**src/rtl/wb_pkg.sv**
```systemverilog
// Shared status codes and controller state encodings for the Wishbone initiator.
// Status values appear on status_o alongside the done_o pulse.
package wb_pkg;

  localparam logic [1:0] WB_ST_OK  = 2'd0;
  localparam logic [1:0] WB_ST_ERR = 2'd1;
  localparam logic [1:0] WB_ST_TMO = 2'd2;

  typedef enum logic [2:0] {
    ST_IDLE  = 3'd0,
    ST_WDATA = 3'd1,
    ST_REQ   = 3'd2,
    ST_BUS   = 3'd3,
    ST_DONE  = 3'd4
  } wb_state_e;

endpackage

```
**src/rtl/wb_master_ctl_if.sv**
```systemverilog
// Command, write/read stream, completion and Wishbone signals of the initiator.
// master = the controller, slave = whatever drives commands/streams and the bus slave.
interface wb_master_ctl_if #(
  parameter int DATA_WIDTH   = 32,
  parameter int ADDR_WIDTH   = 32,
  parameter int LEN_WIDTH    = 8,
  parameter int SELECT_WIDTH = DATA_WIDTH / 8
);
  logic [ADDR_WIDTH-1:0]   cmd_addr;
  logic [LEN_WIDTH-1:0]    cmd_len;
  logic                    cmd_we;
  logic [SELECT_WIDTH-1:0] cmd_sel;
  logic                    cmd_valid;
  logic                    cmd_ready;
  logic [DATA_WIDTH-1:0]   wr_data;
  logic                    wr_valid;
  logic                    wr_ready;
  logic [DATA_WIDTH-1:0]   rd_data;
  logic                    rd_valid;
  logic                    rd_ready;
  logic                    done_o;
  logic [1:0]              status_o;
  logic [LEN_WIDTH:0]      beats_o;
  logic                    busy_o;
  logic [ADDR_WIDTH-1:0]   wb_adr_o;
  logic [DATA_WIDTH-1:0]   wb_dat_o;
  logic [DATA_WIDTH-1:0]   wb_dat_i;
  logic                    wb_we_o;
  logic [SELECT_WIDTH-1:0] wb_sel_o;
  logic                    wb_stb_o;
  logic                    wb_ack_i;
  logic                    wb_err_i;
  logic                    wb_cyc_o;

  modport master (
    input  cmd_addr, cmd_len, cmd_we, cmd_sel, cmd_valid, wr_data, wr_valid, rd_ready,
           wb_dat_i, wb_ack_i, wb_err_i,
    output cmd_ready, wr_ready, rd_data, rd_valid, done_o, status_o, beats_o, busy_o,
           wb_adr_o, wb_dat_o, wb_we_o, wb_sel_o, wb_stb_o, wb_cyc_o
  );

  modport slave (
    output cmd_addr, cmd_len, cmd_we, cmd_sel, cmd_valid, wr_data, wr_valid, rd_ready,
           wb_dat_i, wb_ack_i, wb_err_i,
    input  cmd_ready, wr_ready, rd_data, rd_valid, done_o, status_o, beats_o, busy_o,
           wb_adr_o, wb_dat_o, wb_we_o, wb_sel_o, wb_stb_o, wb_cyc_o
  );
endinterface

```
**src/rtl/wb_timeout_cnt.sv**
```systemverilog
// Strobe-wait watchdog: held at zero by clr, counts while en, flags expiry at TIMEOUT-1.
// TIMEOUT=0 removes the counter entirely and never expires.
module wb_timeout_cnt #(
  parameter int TIMEOUT = 256
) (
  input  logic clk,
  input  logic rst_n,
  input  logic clr,
  input  logic en,
  output logic expired
);

  if (TIMEOUT == 0) begin : g_off
    logic unused_tie;
    assign unused_tie = ^{clk, rst_n, clr, en};
    assign expired    = 1'b0;
  end else begin : g_on
    localparam int CW = (TIMEOUT > 1) ? $clog2(TIMEOUT) : 1;
    logic [CW-1:0] cnt;

    always_ff @(posedge clk or negedge rst_n) begin
      if (!rst_n)                cnt <= '0;
      else if (clr)              cnt <= '0;
      else if (en && !expired)   cnt <= cnt + CW'(1);
    end

    assign expired = en && (cnt == CW'(TIMEOUT - 1));
  end

endmodule

```
**src/rtl/wb_master_ctl.sv**
```systemverilog
// Command-driven Wishbone classic initiator: single/incrementing bursts bridged to valid/ready streams.
// Registered outputs; each beat takes >=2 cycles since stb drops for a cycle after every ack.
module wb_master_ctl
  import wb_pkg::*;
#(
  parameter int DATA_WIDTH   = 32,
  parameter int ADDR_WIDTH   = 32,
  parameter int SELECT_WIDTH = DATA_WIDTH / 8,
  parameter int LEN_WIDTH    = 8,
  parameter int TIMEOUT      = 256
) (
  input  logic          clk,
  input  logic          rst_n,
  wb_master_ctl_if.master bus
);

  wb_state_e             state;
  logic [LEN_WIDTH-1:0]  rem;
  logic [LEN_WIDTH:0]    beat_cnt;
  logic                  tmo_expired;
  logic                  fin;
  logic [1:0]            fin_st;

  wb_timeout_cnt #(.TIMEOUT(TIMEOUT)) u_tmo (
    .clk     (clk),
    .rst_n   (rst_n),
    .clr     (!bus.wb_stb_o),
    .en      (bus.wb_stb_o),
    .expired (tmo_expired)
  );

  // Command termination: normal end, bus error (wins over ack), or strobe timeout.
  always_comb begin
    fin    = 1'b0;
    fin_st = WB_ST_OK;
    case (state)
      ST_DONE: fin = 1'b1;
      ST_BUS: begin
        if (bus.wb_err_i) begin
          fin    = 1'b1;
          fin_st = WB_ST_ERR;
        end else if (!bus.wb_ack_i && tmo_expired) begin
          fin    = 1'b1;
          fin_st = WB_ST_TMO;
        end
      end
      default: ;
    endcase
  end

  always_ff @(posedge clk or negedge rst_n) begin
    if (!rst_n) begin
      state         <= ST_IDLE;
      rem           <= '0;
      beat_cnt      <= '0;
      bus.cmd_ready <= 1'b1;
      bus.wr_ready  <= 1'b0;
      bus.rd_data   <= '0;
      bus.rd_valid  <= 1'b0;
      bus.done_o    <= 1'b0;
      bus.status_o  <= WB_ST_OK;
      bus.beats_o   <= '0;
      bus.busy_o    <= 1'b0;
      bus.wb_adr_o  <= '0;
      bus.wb_dat_o  <= '0;
      bus.wb_we_o   <= 1'b0;
      bus.wb_sel_o  <= '0;
      bus.wb_stb_o  <= 1'b0;
      bus.wb_cyc_o  <= 1'b0;
    end else begin
      bus.done_o <= 1'b0;
      if (bus.rd_valid && bus.rd_ready) bus.rd_valid <= 1'b0;

      case (state)
        ST_IDLE: begin
          if (bus.cmd_valid) begin
            bus.cmd_ready <= 1'b0;
            bus.busy_o    <= 1'b1;
            bus.wb_cyc_o  <= 1'b1;
            bus.wb_adr_o  <= bus.cmd_addr;
            bus.wb_we_o   <= bus.cmd_we;
            bus.wb_sel_o  <= bus.cmd_sel;
            rem           <= bus.cmd_len;
            beat_cnt      <= '0;
            if (bus.cmd_we) begin
              bus.wr_ready <= 1'b1;
              state        <= ST_WDATA;
            end else begin
              state        <= ST_REQ;
            end
          end
        end
        ST_WDATA: begin
          if (bus.wr_valid) begin
            bus.wr_ready <= 1'b0;
            bus.wb_dat_o <= bus.wr_data;
            bus.wb_stb_o <= 1'b1;
            state        <= ST_BUS;
          end
        end
        ST_REQ: begin
          // Only strobe once the read holding register is free (or freeing this cycle).
          if (!bus.rd_valid || bus.rd_ready) begin
            bus.wb_stb_o <= 1'b1;
            state        <= ST_BUS;
          end
        end
        ST_BUS: begin
          if (!bus.wb_err_i && bus.wb_ack_i) begin
            bus.wb_stb_o <= 1'b0;
            beat_cnt     <= beat_cnt + (LEN_WIDTH+1)'(1);
            if (!bus.wb_we_o) begin
              bus.rd_data  <= bus.wb_dat_i;
              bus.rd_valid <= 1'b1;
            end
            if (rem == '0) begin
              state <= ST_DONE;
            end else begin
              rem          <= rem - LEN_WIDTH'(1);
              bus.wb_adr_o <= bus.wb_adr_o + ADDR_WIDTH'(SELECT_WIDTH);
              if (bus.wb_we_o) begin
                bus.wr_ready <= 1'b1;
                state        <= ST_WDATA;
              end else begin
                state        <= ST_REQ;
              end
            end
          end
        end
        ST_DONE: ;
        default: state <= ST_IDLE;
      endcase

      if (fin) begin
        bus.wb_stb_o  <= 1'b0;
        bus.wb_cyc_o  <= 1'b0;
        bus.busy_o    <= 1'b0;
        bus.cmd_ready <= 1'b1;
        bus.done_o    <= 1'b1;
        bus.status_o  <= fin_st;
        bus.beats_o   <= beat_cnt;
        state         <= ST_IDLE;
      end
    end
  end

endmodule

```
**src/flat_wrapper.sv**
```systemverilog
// flat-port wrapper written by rule: the top's interface ports become plain ports
module wb_master_ctl_flat import wb_pkg::*;
#(
  parameter int DATA_WIDTH   = 32,
  parameter int ADDR_WIDTH   = 32,
  parameter int SELECT_WIDTH = DATA_WIDTH / 8,
  parameter int LEN_WIDTH    = 8,
  parameter int TIMEOUT      = 256
)
  (clk, rst_n, bus_cmd_addr, bus_cmd_len, bus_cmd_we, bus_cmd_sel, bus_cmd_valid, bus_wr_data, bus_wr_valid, bus_rd_ready, bus_wb_dat_i, bus_wb_ack_i, bus_wb_err_i, bus_cmd_ready, bus_wr_ready, bus_rd_data, bus_rd_valid, bus_done_o, bus_status_o, bus_beats_o, bus_busy_o, bus_wb_adr_o, bus_wb_dat_o, bus_wb_we_o, bus_wb_sel_o, bus_wb_stb_o, bus_wb_cyc_o);
  wb_master_ctl_if #(.DATA_WIDTH(DATA_WIDTH), .ADDR_WIDTH(ADDR_WIDTH), .LEN_WIDTH(LEN_WIDTH), .SELECT_WIDTH(SELECT_WIDTH)) bus_i ();
  input  logic clk;
  input  logic rst_n;
  input wire logic [$bits(bus_i.cmd_addr)-1:0] bus_cmd_addr;
  input wire logic [$bits(bus_i.cmd_len)-1:0] bus_cmd_len;
  input wire logic [$bits(bus_i.cmd_we)-1:0] bus_cmd_we;
  input wire logic [$bits(bus_i.cmd_sel)-1:0] bus_cmd_sel;
  input wire logic [$bits(bus_i.cmd_valid)-1:0] bus_cmd_valid;
  input wire logic [$bits(bus_i.wr_data)-1:0] bus_wr_data;
  input wire logic [$bits(bus_i.wr_valid)-1:0] bus_wr_valid;
  input wire logic [$bits(bus_i.rd_ready)-1:0] bus_rd_ready;
  input wire logic [$bits(bus_i.wb_dat_i)-1:0] bus_wb_dat_i;
  input wire logic [$bits(bus_i.wb_ack_i)-1:0] bus_wb_ack_i;
  input wire logic [$bits(bus_i.wb_err_i)-1:0] bus_wb_err_i;
  output wire logic [$bits(bus_i.cmd_ready)-1:0] bus_cmd_ready;
  output wire logic [$bits(bus_i.wr_ready)-1:0] bus_wr_ready;
  output wire logic [$bits(bus_i.rd_data)-1:0] bus_rd_data;
  output wire logic [$bits(bus_i.rd_valid)-1:0] bus_rd_valid;
  output wire logic [$bits(bus_i.done_o)-1:0] bus_done_o;
  output wire logic [$bits(bus_i.status_o)-1:0] bus_status_o;
  output wire logic [$bits(bus_i.beats_o)-1:0] bus_beats_o;
  output wire logic [$bits(bus_i.busy_o)-1:0] bus_busy_o;
  output wire logic [$bits(bus_i.wb_adr_o)-1:0] bus_wb_adr_o;
  output wire logic [$bits(bus_i.wb_dat_o)-1:0] bus_wb_dat_o;
  output wire logic [$bits(bus_i.wb_we_o)-1:0] bus_wb_we_o;
  output wire logic [$bits(bus_i.wb_sel_o)-1:0] bus_wb_sel_o;
  output wire logic [$bits(bus_i.wb_stb_o)-1:0] bus_wb_stb_o;
  output wire logic [$bits(bus_i.wb_cyc_o)-1:0] bus_wb_cyc_o;
  assign bus_i.cmd_addr = bus_cmd_addr;
  assign bus_i.cmd_len = bus_cmd_len;
  assign bus_i.cmd_we = bus_cmd_we;
  assign bus_i.cmd_sel = bus_cmd_sel;
  assign bus_i.cmd_valid = bus_cmd_valid;
  assign bus_i.wr_data = bus_wr_data;
  assign bus_i.wr_valid = bus_wr_valid;
  assign bus_i.rd_ready = bus_rd_ready;
  assign bus_i.wb_dat_i = bus_wb_dat_i;
  assign bus_i.wb_ack_i = bus_wb_ack_i;
  assign bus_i.wb_err_i = bus_wb_err_i;
  assign bus_cmd_ready = bus_i.cmd_ready;
  assign bus_wr_ready = bus_i.wr_ready;
  assign bus_rd_data = bus_i.rd_data;
  assign bus_rd_valid = bus_i.rd_valid;
  assign bus_done_o = bus_i.done_o;
  assign bus_status_o = bus_i.status_o;
  assign bus_beats_o = bus_i.beats_o;
  assign bus_busy_o = bus_i.busy_o;
  assign bus_wb_adr_o = bus_i.wb_adr_o;
  assign bus_wb_dat_o = bus_i.wb_dat_o;
  assign bus_wb_we_o = bus_i.wb_we_o;
  assign bus_wb_sel_o = bus_i.wb_sel_o;
  assign bus_wb_stb_o = bus_i.wb_stb_o;
  assign bus_wb_cyc_o = bus_i.wb_cyc_o;
  wb_master_ctl #(.DATA_WIDTH(DATA_WIDTH), .ADDR_WIDTH(ADDR_WIDTH), .SELECT_WIDTH(SELECT_WIDTH), .LEN_WIDTH(LEN_WIDTH), .TIMEOUT(TIMEOUT)) u_core (.clk(clk), .rst_n(rst_n), .bus(bus_i));
endmodule
```
**config.mk**
```make
export PLATFORM = sky130hd
export DESIGN_NAME = wb_master_ctl_flat
export DESIGN_NICKNAME = d
export VERILOG_FILES = /design/src/rtl/wb_pkg.sv /design/src/rtl/wb_master_ctl_if.sv /design/src/rtl/wb_timeout_cnt.sv /design/src/rtl/wb_master_ctl.sv /design/src/flat_wrapper.sv
export SDC_FILE = /design/constraint.sdc
export NUM_CORES = 1
export LEC_CHECK = 0
export CAP_MARGIN = 25
export CORE_MARGIN = 2
export CORE_UTILIZATION = 30
export DETAILED_ROUTE_END_ITERATION = 16
export GPL_ROUTABILITY_DRIVEN = 0
export GPL_TIMING_DRIVEN = 0
export PLACE_DENSITY = 0.71
export SKIP_CTS_REPAIR_TIMING = 1
export SYNTH_ARGS = -nofsm -noshare
export SYNTH_HDL_FRONTEND = slang
export SYNTH_SLANG_ARGS = --single-unit
```
**constraint.sdc**
```tcl
create_clock -name clk -period 2.27 [get_ports clk]
set_input_delay 0.227 -clock clk [delete_from_list [all_inputs] [get_ports clk]]
set_output_delay 0.227 -clock clk [all_outputs]
set_load 0.01 [all_outputs]
```
==> out/metrics.csv <==
metric,value,unit
cp.depth,8,
yosysWarnings,0,
grt_overflow_total,0,
rsz0062_at_grt,true,
htree_levels,4,
power_density,1340,nW/um^2
insertion_delay,420,ps
avgViaCountPerCell,5.20,
power,13.7,mW
synthesis.area,6710,um^2
clkSlewWorstSetupHoldPaths,70,ps
drt-total-wl,20.9,mm
vias,6024,
dp_cells,1111,
cpPeakStageDelay,550,ps
ys_seq_elements,146,
drt_first_pass_iters,6,
dp_hpwl,14.9,mm
layout-drive-gt1-share,20.0,%
wire_per_inst,18.0,um
startpoint,u_core.u_tmo.g_on.cnt[1],
grt_pass1_wl,32.6,mm
yosys-top-cells-area,"dfrtp_1 (54%), mux2_2 (12%), a21oi_1 (3.3%)",
yosysTopAreaCellShare,54.1,%
pin_count,235,
crit_arrival,2620,ps
mostFrequentLayoutCells,"clkdlybuf4s50_1 (233), dfrtp_1 (144), mux2_2 (74)",
n_antenna_cell,0,
place_ws,-499,ps
stdcell_count,1159,
die-area,23600,um^2
fin_nets,986,
endpoint,u_core.bus.beats_o[7],
r2r_cells,8,
setup.worst_path.start_class,flop,
setup_slack,-41.9,ps
path_max_fanout,5,
tightestPinTransition,767,ps
r2r-end,u_core.bus.beats_o[7],
cap_violations,0,
fin_setup_tns,-224,ps
grtUsageTotal,17.4,%
ys_types,59,
crit_required,2580,ps
tritoncts,done,
start_util,30.7,%
maxClockFrequency,433,MHz
area_growth_syn_to_layout,53.0,%
routed-wl-met3,1.38,mm
status,"complete, but fails checks",
crit-reg2reg-launch,u_core.u_tmo.g_on.cnt[1],
numCtsBuffers,17,
leakage,4.24,nW
netlist_instances,596,
ir_drop,0.549,mV
route.detailed.drc,0,
synth-main-ff-cell,dfrtp_1,
die_x,154,um
dr.max_layer_used,met4,
met2_wirelength,10.2,mm
fin_crit_sh,102,%
seq_area_frac_synth,54.5,%
wl_met1,8.78,mm
cpLargestDelayFamily,simple AND/OR/NAND/NOR gates,
cts_buffer_depth,2,
skew,10.8,ps
clockRootBuffer,clkbuf_16,
synth.net_count,716,
syn_avg_cell_area,11.3,um^2
postRouteAntennaNets,0,
async_reset_ff_share,100,%
cts_sinks,146,
multi_input_area,2930,um^2
setup_viol,10,
min_period,2310,ps
rrSetupSlack,-40,ps
hold_path_class,input port to flop,
nFillCells,2079,
hold_slack,412,ps
slowest_stage,or4_4,
rows,54,
synth_edf_count,0,
critical_path_class,flop to flop,
worstPathCellList,"ha_4, nand3_4, or2_0, buf_4, or4_4, and2_4, clkbuf_16, mux2_4",
die_h,154,um
layout_commonest_cell,clkdlybuf4s50_1,
grt_max_degree,82,
core_area,21900,um^2
slew-limit-headroom,48.9,%
drtIter0Drc,423,
portBuffers,234,
synth_top_area_cell,dfrtp_1,
timing_max_transition_violations_final,0,
cp-end-kind,flop,
violations,setup timing,
hold_violations,0,
worst-path-buf-inv,2,
first_global_vias,6044,
register_area,3660,um^2
antenna_found_initial,0,
final cells by class:
class                      count  area share (%)
timing repair buffer         251            24.5
tap                          280            3.41
sequential                   146            35.6
buffer                        37            1.96
multi-input combinational    403            28.6
clock inverter                14            1.36
inverter                      10           0.366
clock buffer                  18            4.28
routing by layer:
layer / vias to the layer above / track usage (%)
met5: - / 0
li1: 2751 / -
met1: 2956 / 21.8
met2: 272 / 28.3
met4: 0 / 7.82
met3: 45 / 4.57
cells by family (layout without fill, tap and decap cells):
kind of cell / Yosys count / count (layout) / synth area share (%)
AO/OA/AOI/OAI: 149 / 149 / 14.2
buffers and inverters: 47 / 330 / 2.95
XOR/XNOR: 7 / 7 / 0.914
AND/OR/NAND/NOR: 162 / 162 / 12.8
multiplexers: 81 / 81 / 13.9
flip-flops: 146 / 146 / 54.5
adder cells (fa/ha/maj): 4 / 4 / 0.746
worst min-delay path by stage:
stage	startpoint	endpoint	slack, ps	cells after the start
floorplan	rst_n	u_core.beat_cnt[0]	-70	0
global placement	u_core.bus.status_o[1]	u_core.bus.status_o[1]	470	1
detailed placement	rst_n	u_core.bus.beats_o[4]	340	1
CTS	rst_n	u_core.bus.beats_o[4]	-120	1
global route	bus_wr_data[9]	u_core.bus.wb_dat_o[9]	400	2
finish	bus_cmd_len[0]	u_core.rem[0]	410	3
report_power, final:
group | leakage [nW] | total [mW] | switching (mW) | internal, mW
Combinational | 2.18 | 6.31 | 2.89 | 3.42
Sequential | 1.77 | 4.63 | 0.903 | 3.73
Clock | 0.286 | 2.78 | 1.21 | 1.57
Total | 4.24 | 13.7 | 5.00 | 8.72
worst reg2reg max path, delay by kind of cell (launching register included):
family / cells / cell delay [ps]
multiplexers: 1 / 290
flip-flops: 1 / 420
adder cells (fa/ha/maj): 1 / 180
AND/OR/NAND/NOR: 4 / 1000
buffers and inverters: 2 / 320
synthesized netlist by cell type, drive strengths merged (2+ instances only):
cell type  number
nor2b           4
and2            7
inv            10
a32oi           5
o31ai           2
dfrtp         145
nor2           36
xnor2           2
nor3            8
buf            10
o21ai          34
nand4          14
o2bb2ai         4
a2bb2oi        14
and3            9
nand3b          2
a311o           3
and4            3
a21oi          44
nand2          32
nor4b           2
mux2           80
clkbuf         27
o22a            2
a31oi           9
a21o            3
xor2            5
nand3          26
a22o            3
o22ai          11
ha              4
a211oi          3
nor3b           2
nand2b          5
or3             6
o211ai          3
nor4            2
per-stage QoR:
step,util [%],area [um^2]
after floorplan,-,6710
final,46.9,10300
after global routing,46.9,10300
after CTS,45.7,10000
after detailed placement,43.1,9430
after global placement,43.0,9400
registers in the layout (all words and copies together) (netlist names):
| name | cells |
|---|---|
| u_core.beat_cnt | 9 |
| u_core.bus.beats_o | 9 |
| u_core.bus.busy_o | 1 |
| u_core.bus.cmd_ready | 1 |
| u_core.bus.done_o | 1 |
| u_core.bus.rd_data | 32 |
| u_core.bus.rd_valid | 1 |
| u_core.bus.status_o | 2 |
| u_core.bus.wb_adr_o | 32 |
| u_core.bus.wb_dat_o | 32 |
| u_core.bus.wb_sel_o | 4 |
| u_core.bus.wb_stb_o | 1 |
| u_core.bus.wb_we_o | 1 |
| u_core.bus.wr_ready | 1 |
| u_core.rem | 8 |
| u_core.state | 3 |
| u_core.u_tmo.g_on.cnt | 8 |
Power figures use the tool's default switching activity.
